==> config.mk <==
export PLATFORM = sky130hd
export DESIGN_NAME = aes_batch_sequencer
export DESIGN_NICKNAME = d
export VERILOG_FILES = /design/src/rtl/aes_batch_sequencer.sv
export SDC_FILE = /design/constraint.sdc
export NUM_CORES = 1
export LEC_CHECK = 0
export CORE_UTILIZATION = 40
export CTS_CLUSTER_DIAMETER = 120
export CTS_CLUSTER_SIZE = 40
export DETAILED_ROUTE_END_ITERATION = 10
export HOLD_SLACK_MARGIN = 0.02
export PLACE_DENSITY = 0.7
export SETUP_SLACK_MARGIN = 0.05
export SYNTH_ARGS = -nofsm -noshare
export SYNTH_HDL_FRONTEND = slang
export SYNTH_SLANG_ARGS = --single-unit
==> constraint.sdc <==
create_clock -name CLK -period 3.2 [get_ports CLK]
set_input_delay 0.48 -clock CLK [delete_from_list [all_inputs] [get_ports CLK]]
set_output_delay 0.48 -clock CLK [all_outputs]
set_load 0.05 [all_outputs]
==> src/rtl/aes_batch_sequencer.sv <==
// Batch plaintext sequencer in front of the AES core: runs N encryptions per start,
// XOR-folds ciphertexts into chk. Define AES_SEQ_CHAIN_EN to feed ciphertext back as plaintext.
//
// state | meaning
// IDLE  | waiting for start; done/err hold their last value
// LOAD  | check remaining/abort, wait for core not busy
// ISSUE | drdy pulse with din to the core
// WAIT  | wait for dvld, TMO_CYC cycle budget
// GAP   | trace separation before the next plaintext
// FIN   | one-cycle batch end
module aes_batch_sequencer #(
  parameter int CNT_W   = 16,
  parameter int GAP_CYC = 16,
  parameter int TMO_CYC = 255
) (
  input  logic             CLK,
  input  logic             RSTn,
  input  logic             start,
  input  logic             abort,
  input  logic [CNT_W-1:0] count,
  input  logic [127:0]     seed,
  output logic [127:0]     din,
  output logic             drdy,
  input  logic [127:0]     dout,
  input  logic             dvld,
  input  logic             bsy,
  output logic             trig,
  output logic             done,
  output logic             err,
  output logic [CNT_W-1:0] idx,
  output logic [127:0]     chk
);

  typedef enum logic [2:0] {S_IDLE, S_LOAD, S_ISSUE, S_WAIT, S_GAP, S_FIN} state_t;

  localparam int TMR_W = 16;
  localparam logic [TMR_W-1:0] TMO_LD = TMR_W'(TMO_CYC - 1);
  localparam logic [TMR_W-1:0] GAP_LD = TMR_W'(GAP_CYC);

  state_t             state_q, state_d;
  logic [TMR_W-1:0]   tmr_q, tmr_d;
  logic [CNT_W-1:0]   rem_q, rem_d;
  logic               abort_pend_q, abort_pend_d;
  logic [127:0]       lfsr_q, lfsr_d;
  logic [127:0]       din_q, din_d;
  logic               drdy_q, drdy_d;
  logic               trig_q, trig_d;
  logic               done_q, done_d;
  logic               err_q, err_d;
  logic [CNT_W-1:0]   idx_q, idx_d;
  logic [127:0]       chk_q, chk_d;
`ifdef AES_SEQ_CHAIN_EN
  logic [127:0]       pt_q, pt_d;
  logic               chain_v_q, chain_v_d;
`endif

  function automatic logic [127:0] lfsr_step(input logic [127:0] l);
    return {l[126:0], 1'b0} ^ (l[127] ? 128'h87 : 128'h0);
  endfunction

  always_comb begin
    state_d      = state_q;
    tmr_d        = tmr_q;
    rem_d        = rem_q;
    abort_pend_d = abort_pend_q;
    lfsr_d       = lfsr_q;
    din_d        = din_q;
    drdy_d       = 1'b0;
    trig_d       = trig_q;
    done_d       = done_q;
    err_d        = err_q;
    idx_d        = idx_q;
    chk_d        = chk_q;
`ifdef AES_SEQ_CHAIN_EN
    pt_d         = pt_q;
    chain_v_d    = chain_v_q;
`endif

    if (state_q != S_IDLE && abort) abort_pend_d = 1'b1;

    case (state_q)
      S_IDLE: begin
        // start wins over a simultaneous abort; both clear any stale abort
        if (start) begin
          state_d      = S_LOAD;
          done_d       = 1'b0;
          err_d        = 1'b0;
          idx_d        = '0;
          chk_d        = '0;
          rem_d        = count;
          abort_pend_d = 1'b0;
          lfsr_d       = (seed == 128'h0) ? 128'h1 : seed;
`ifdef AES_SEQ_CHAIN_EN
          chain_v_d    = 1'b0;
`endif
        end
      end
      S_LOAD: begin
        if (rem_q == '0 || abort_pend_q) begin
          state_d = S_FIN;
          done_d  = 1'b1;
        end else if (!bsy) begin
          state_d = S_ISSUE;
          drdy_d  = 1'b1;
          trig_d  = 1'b1;
          tmr_d   = TMO_LD;
`ifdef AES_SEQ_CHAIN_EN
          din_d   = chain_v_q ? pt_q : lfsr_q;
`else
          din_d   = lfsr_q;
`endif
        end
      end
      S_ISSUE: state_d = S_WAIT;
      S_WAIT: begin
        if (dvld) begin
          state_d = S_GAP;
          chk_d   = chk_q ^ dout;
          rem_d   = rem_q - 1'b1;
          trig_d  = 1'b0;
          lfsr_d  = lfsr_step(lfsr_q);
          tmr_d   = GAP_LD;
          if (idx_q != '1) idx_d = idx_q + 1'b1;
`ifdef AES_SEQ_CHAIN_EN
          pt_d      = dout;
          chain_v_d = 1'b1;
`endif
        end else if (tmr_q == '0) begin
          state_d = S_FIN;
          err_d   = 1'b1;
          done_d  = 1'b1;
          trig_d  = 1'b0;
        end else begin
          tmr_d = tmr_q - 1'b1;
        end
      end
      S_GAP: begin
        // gap timer runs GAP_LD..0, so the gap spans GAP_CYC+1 cycles
        if (tmr_q == '0) begin
          if (abort_pend_q) begin
            state_d = S_FIN;
            done_d  = 1'b1;
          end else begin
            state_d = S_LOAD;
          end
        end else begin
          tmr_d = tmr_q - 1'b1;
        end
      end
      S_FIN: begin
        done_d  = 1'b1;
        state_d = S_IDLE;
      end
      default: state_d = S_IDLE;
    endcase
  end

  always_ff @(posedge CLK) begin
    if (!RSTn) begin
      state_q      <= S_IDLE;
      tmr_q        <= '0;
      rem_q        <= '0;
      abort_pend_q <= 1'b0;
      lfsr_q       <= '0;
      din_q        <= '0;
      drdy_q       <= 1'b0;
      trig_q       <= 1'b0;
      done_q       <= 1'b0;
      err_q        <= 1'b0;
      idx_q        <= '0;
      chk_q        <= '0;
`ifdef AES_SEQ_CHAIN_EN
      pt_q         <= '0;
      chain_v_q    <= 1'b0;
`endif
    end else begin
      state_q      <= state_d;
      tmr_q        <= tmr_d;
      rem_q        <= rem_d;
      abort_pend_q <= abort_pend_d;
      lfsr_q       <= lfsr_d;
      din_q        <= din_d;
      drdy_q       <= drdy_d;
      trig_q       <= trig_d;
      done_q       <= done_d;
      err_q        <= err_d;
      idx_q        <= idx_d;
      chk_q        <= chk_d;
`ifdef AES_SEQ_CHAIN_EN
      pt_q         <= pt_d;
      chain_v_q    <= chain_v_d;
`endif
    end
  end

  assign din  = din_q;
  assign drdy = drdy_q;
  assign trig = trig_q;
  assign done = done_q;
  assign err  = err_q;
  assign idx  = idx_q;
  assign chk  = chk_q;

endmodule

# After elaboration in Yosys (flattened, before gate mapping)
# Cells that the tools add are included.
[classes]
n_addsub = 3
eq_ne = 18
muxes = 45
n_bitwise = 6
reduce_logical = 20
[ops]
columns = ["operator", "count"]
rows = [
  ["two-way mux 128 bit", 5],
  ["one-hot mux 128 bit (2 select lines)", 2],
  ["two-way mux 16 bit", 9],
  ["logical NOT 128 bit", 1],
  ["bitwise XOR 128 bit", 1],
  ["bitwise XOR 128 x 8 -> 128 bit", 1],
  ["one-hot mux 16 bit (2 select lines)", 2],
  ["one-hot mux 16 bit (3 select lines)", 1],
  ["logical NOT 16 bit", 2],
  ["subtractor 16 x 1 -> 16 bit, second input constant", 2],
  ["two-way mux 3 bit", 7],
  ["!= test 2 bit, second input constant", 10],
  ["adder 16 x 1 -> 16 bit, second input constant", 1],
  ["!= test 16 bit, second input constant", 1],
  ["AND reduction 4 bit", 4],
  ["one-hot mux 3 bit (5 select lines)", 1],
  ["two-way mux 1 bit", 14],
  ["AND reduction 3 bit", 3],
  ["two-way mux 8 bit", 1],
  ["AND reduction 7 bit", 1],
  ["== test 3 x 2 -> 1 bit, second input constant", 2],
  ["== test 3 bit, second input constant", 2],
  ["!= test 3 bit, second input constant", 2],
  ["nonzero test 3 bit", 2],
  ["10 further kinds", 15],
]
[totals]
register_bits = 440
in_bits = 278
out_inout_bits = 276
wordCells = 104

# Longest topological paths before layout
[logic_depth]
word_depth = 5
ltp_mapped = 11
mapped_depth_nobuf = 8

# Worst setup path before layout
# No wires, ideal clock.
[synth_timing]
path_kind = "reg2reg"
from = "register rem_q[0]"
to = "register din_q[117] (netlist: din[117])"
setup_time_ns = 0.132
t_arrival_ns = 2.199
t_required_ns = 3.068
path_slack_ns = 0.869
stages_incl_launch_ff = 11
path_buffers = 2
period_less_slack_ns = 2.331
path_cell_list = "dfxtp_1 -> inv_1 -> ha_1 -> or4b_4 -> nor4_4 -> a2111oi_2 -> nor2b_1 -> buf_2 -> clkbuf_1 -> nand2_1 -> a21oi_1"
[synth_via]
elab_chain_len = 4
[synth_lines]
columns = ["item", "line", "rtl"]
rows = [
  ["start, declared", "42", "logic [CNT_W-1:0] rem_q, rem_d;"],
  ["start signal, assigned", "179", "rem_q <= rem_d;"],
  ["logical NOT 16 bit", "99", "if (rem_q == '0 || abort_pend_q) begin"],
  ["logical OR 1 bit", "99", ""],
  ["inverter 1 bit (no source line)", "--", ""],
  ["AND reduction 3 bit (no source line)", "--", ""],
  ["end signal, assigned", "182", "din_q <= din_d;"],
  ["end, declared", "45", "logic [127:0] din_q, din_d;"],
]
# Every way passes these cells.
# A chain may end at the register's enable or synchronous reset.

# Final worst setup path
[layout_timing]
from = "register rem_q[0]"
to = "register din_q[38] (netlist: din[38])"
# Same word-level chain as after synthesis.

==> flow_summary.ini <==
[outcome]
status = complete, no violations

[global_route]
use_met1 = 0.304
grt_start_max_net_pins = 92
grtUsageMet2 = 0.446
grt_use_met3 = 0.0631
grt_pass1_wl_mm = 92.3
grt-ovfl-total = 0
antenna_found_initial = 9
grt_pass1_vias = 16600
grt.total_usage = 0.258
busiest_layer = met2

[layout]
final_nets = 2980
finalNonFillerCells = 3304
layout_commonest_cell = nand2_1
layout-drive-gt1-share = 0.0307
final_cell_mix = 668 x nand2_1, 553 x clkdlybuf4s50_1, 440 x dfxtp_1
syn2layout_area_growth_pct = 36.7

[floorplan]
rows = 77
die_x_um = 214
core_area_mm2 = 0.0442
num_io_pins = 554
initial_core_util = 0.406
die_area_mm2 = 0.0457
die_y_um = 214

[yosys]
synth_fp_nets = 2530
synth_area_mm2 = 0.0179
syn_inst = 2249
yosysWarnings = 0
ys_ff_latch = 440
synth_edf_count = 0
synthArstFlopShare = 0
ys_types = 63
synth_top_area_frac = 0.491
ys.flop_type = dfxtp_1
synth.area.top_cells = dfxtp_1 49%, nand2_1 14%, xor2_1 6.8%
avgSynthCellArea_um2 = 7.98
ys_seq_area_frac = 0.491
synth_top_area_cell = dfxtp_1

[cts]
cts-root-buf = clkbuf_16
cts.sinks = 440
cts.path.max_buffers = 3
cts_tree = built
clk_latency_ns = 0.56
post_cts_buffers = 0
cts_resized = 0
ctsHtreeMaxLevel = 1
cts_hold_buf = 0
cts_buffers = 15
clk_pin_slew_ns = 0.14

[sta]
finClkSkew_ns = 0.0387
rsz0062_at_grt = false
hold_viol = 0
tightest_slew_ns = 0.767
tns_ns = 0
post-route-min-period_ns = 2.79
fmax_mhz = 358
setup_violations = 0
finalMaxSlewViolations = 0
max-slew-margin-rel = 0.484
fin_crit_sh = 0.873

[power_and_ir_drop]
finalPower_mw = 18.2
ir_drop_mv = 0.460
leakage_nw = 8.85
p_comb_frac = 0.437
power.share.sequential = 0.416
powerDensity_mw_per_mm2 = 740
p_int_mw = 10.3
pwr-share-clk = 0.147
switching_share = 0.430
netSwitchingPower_mw = 7.81

[placed_design]
io_buffers = 553
dpl.cell_count = 3274
place.gp.congestion = 0.909
hpwl_mm = 46.0

[flow_run]
maxCapViolCount = 0

[setup_path]
crit_arrival_ns = 3.26
reg2regPathDepth = 9
r2r_slack_ns = 0.41
r2r-start = rem_q[0]
start_kind = flip-flop
cp.required_ns = 3.66
cp-end-kind = flip-flop
worstPathMaxFanout = 50
crit_type = reg2reg
rr_endpoint = din[38]

[route]
viasPerCell = 5.27
drc = 0
via_count = 17400
ant_nets = 0
dr.pass1.iters = 5
drt-initial-drc-count = 1128
drt-total-wl_mm = 61.7
routedWlPerCell_um = 18.7

[hold_path]
hold_path_class = reg2reg
hold_start = din[44]
min_path_cells = 2
hold_end = din[44]
sequential cells by signal, summed over array words and instances, names as in the netlist, 3 cells and up:
signal and count:
chk 128, din 128, lfsr_q 128, idx 16
rem_q 16, tmr_q 16, state_q 3
Yosys cell counts (2+ instances only):
| cell type | number |
|---|---|
| nand4b_1 | 2 |
| nand2b_1 | 4 |
| o211ai_1 | 4 |
| or3_1 | 10 |
| inv_1 | 11 |
| nor3_1 | 18 |
| a21oi_1 | 169 |
| ha_1 | 3 |
| buf_6 | 10 |
| buf_1 | 5 |
| o21a_1 | 4 |
| nand3_1 | 9 |
| or3b_2 | 2 |
| mux2i_1 | 2 |
| a22oi_1 | 3 |
| buf_2 | 42 |
| xnor2_1 | 5 |
| o21ai_0 | 24 |
| o31ai_1 | 2 |
| or4_1 | 7 |
| nor2_1 | 318 |
| a31oi_1 | 6 |
| nand2_1 | 668 |
| clkbuf_1 | 105 |
| o22ai_1 | 3 |
| nand3b_1 | 3 |
| xor2_1 | 140 |
| o21bai_1 | 2 |
| nor4_1 | 41 |
| nand4_1 | 18 |
| a311oi_1 | 127 |
| and3_1 | 2 |
| o221a_2 | 3 |
| o2111ai_1 | 2 |
| dfxtp_1 | 440 |
| o311ai_0 | 2 |
| a21boi_0 | 2 |
| a2111oi_2 | 2 |
| nor2b_1 | 3 |
| o21ai_1 | 3 |
cell families (layout without fill, tap and decap cells):
family                   after synthesis  in the layout  share of synthesized area
multiplexers                           2              2                    0.00112
buffers and inverters                174            628                     0.0435
AO/OA/AOI/OAI                        371            371                      0.139
XOR/XNOR                             145            145                     0.0708
other                                  0              9                          0
flip-flops                           440            440                      0.491
AND/OR/NAND/NOR                     1114           1114                      0.253
adder cells (fa/ha/maj)                3              3                    0.00209
through the flow:
step	cell area, um^2	utilization	setup slack, ns	hold slack, ns
after floorplan	17900	-	0.869	0.445
after global placement	24100	0.544	0.507	0.442
after detailed placement	24100	0.544	0.445	0.447
after CTS	24500	0.554	0.427	0.465
after global routing	24500	0.555	0.248	0.479
final	24500	0.555	0.407	0.463
worst max-delay path by stage:
stage          slack (ns)      from        end  cells after the start
2_1_floorplan        0.87  rem_q[0]   din[117]                     10
5_1_grt              0.25  rem_q[0]   din[102]                      9
6_report             0.41  rem_q[0]    din[38]                      9
4_1_cts              0.43  rem_q[0]    din[38]                      9
3_3_place_gp         0.51  seed[79]  lfsr_q[0]                      7
3_5_place_dp         0.44       bsy  tmr_q[14]                      7
power by group through the flow:
stage	combinational, mW	clock, mW	sequential, mW
floorplan	3.77	0	9.11
global placement	7.76	0	7.62
detailed placement	7.89	0	7.64
CTS	7.93	2.77	7.53
global route	8.57	2.95	7.71
finish	7.93	2.67	7.55
cell type report:
type | count | area [um^2]
antenna | 9 | 22.5
clock buffer | 16 | 389
clock inverter | 5 | 55.1
fill | 4013 | 19700
inverter | 12 | 52.6
multi-input combinational | 1635 | 8400
sequential | 440 | 8810
tap | 592 | 741
timing repair buffer | 595 | 6060
worst max-delay path: stages (launching register included):
cell       delay (ns)
dfxtp_1          0.36
inv_1            0.08
ha_1             0.21
or4b_4           0.53
nor4_4           0.39
a2111oi_2        0.20
nand2b_4         0.38
buf_12           0.29
nand2_1          0.08
a21oi_1          0.16
metal layers:
metal,vias to the layer above,share of wire
li1,8420,-
met1,8247,0.38
met2,640,0.49
met3,97,0.085
met4,0,0.041
met5,-,0
Note: power is estimated with default switching activity, not from simulation.
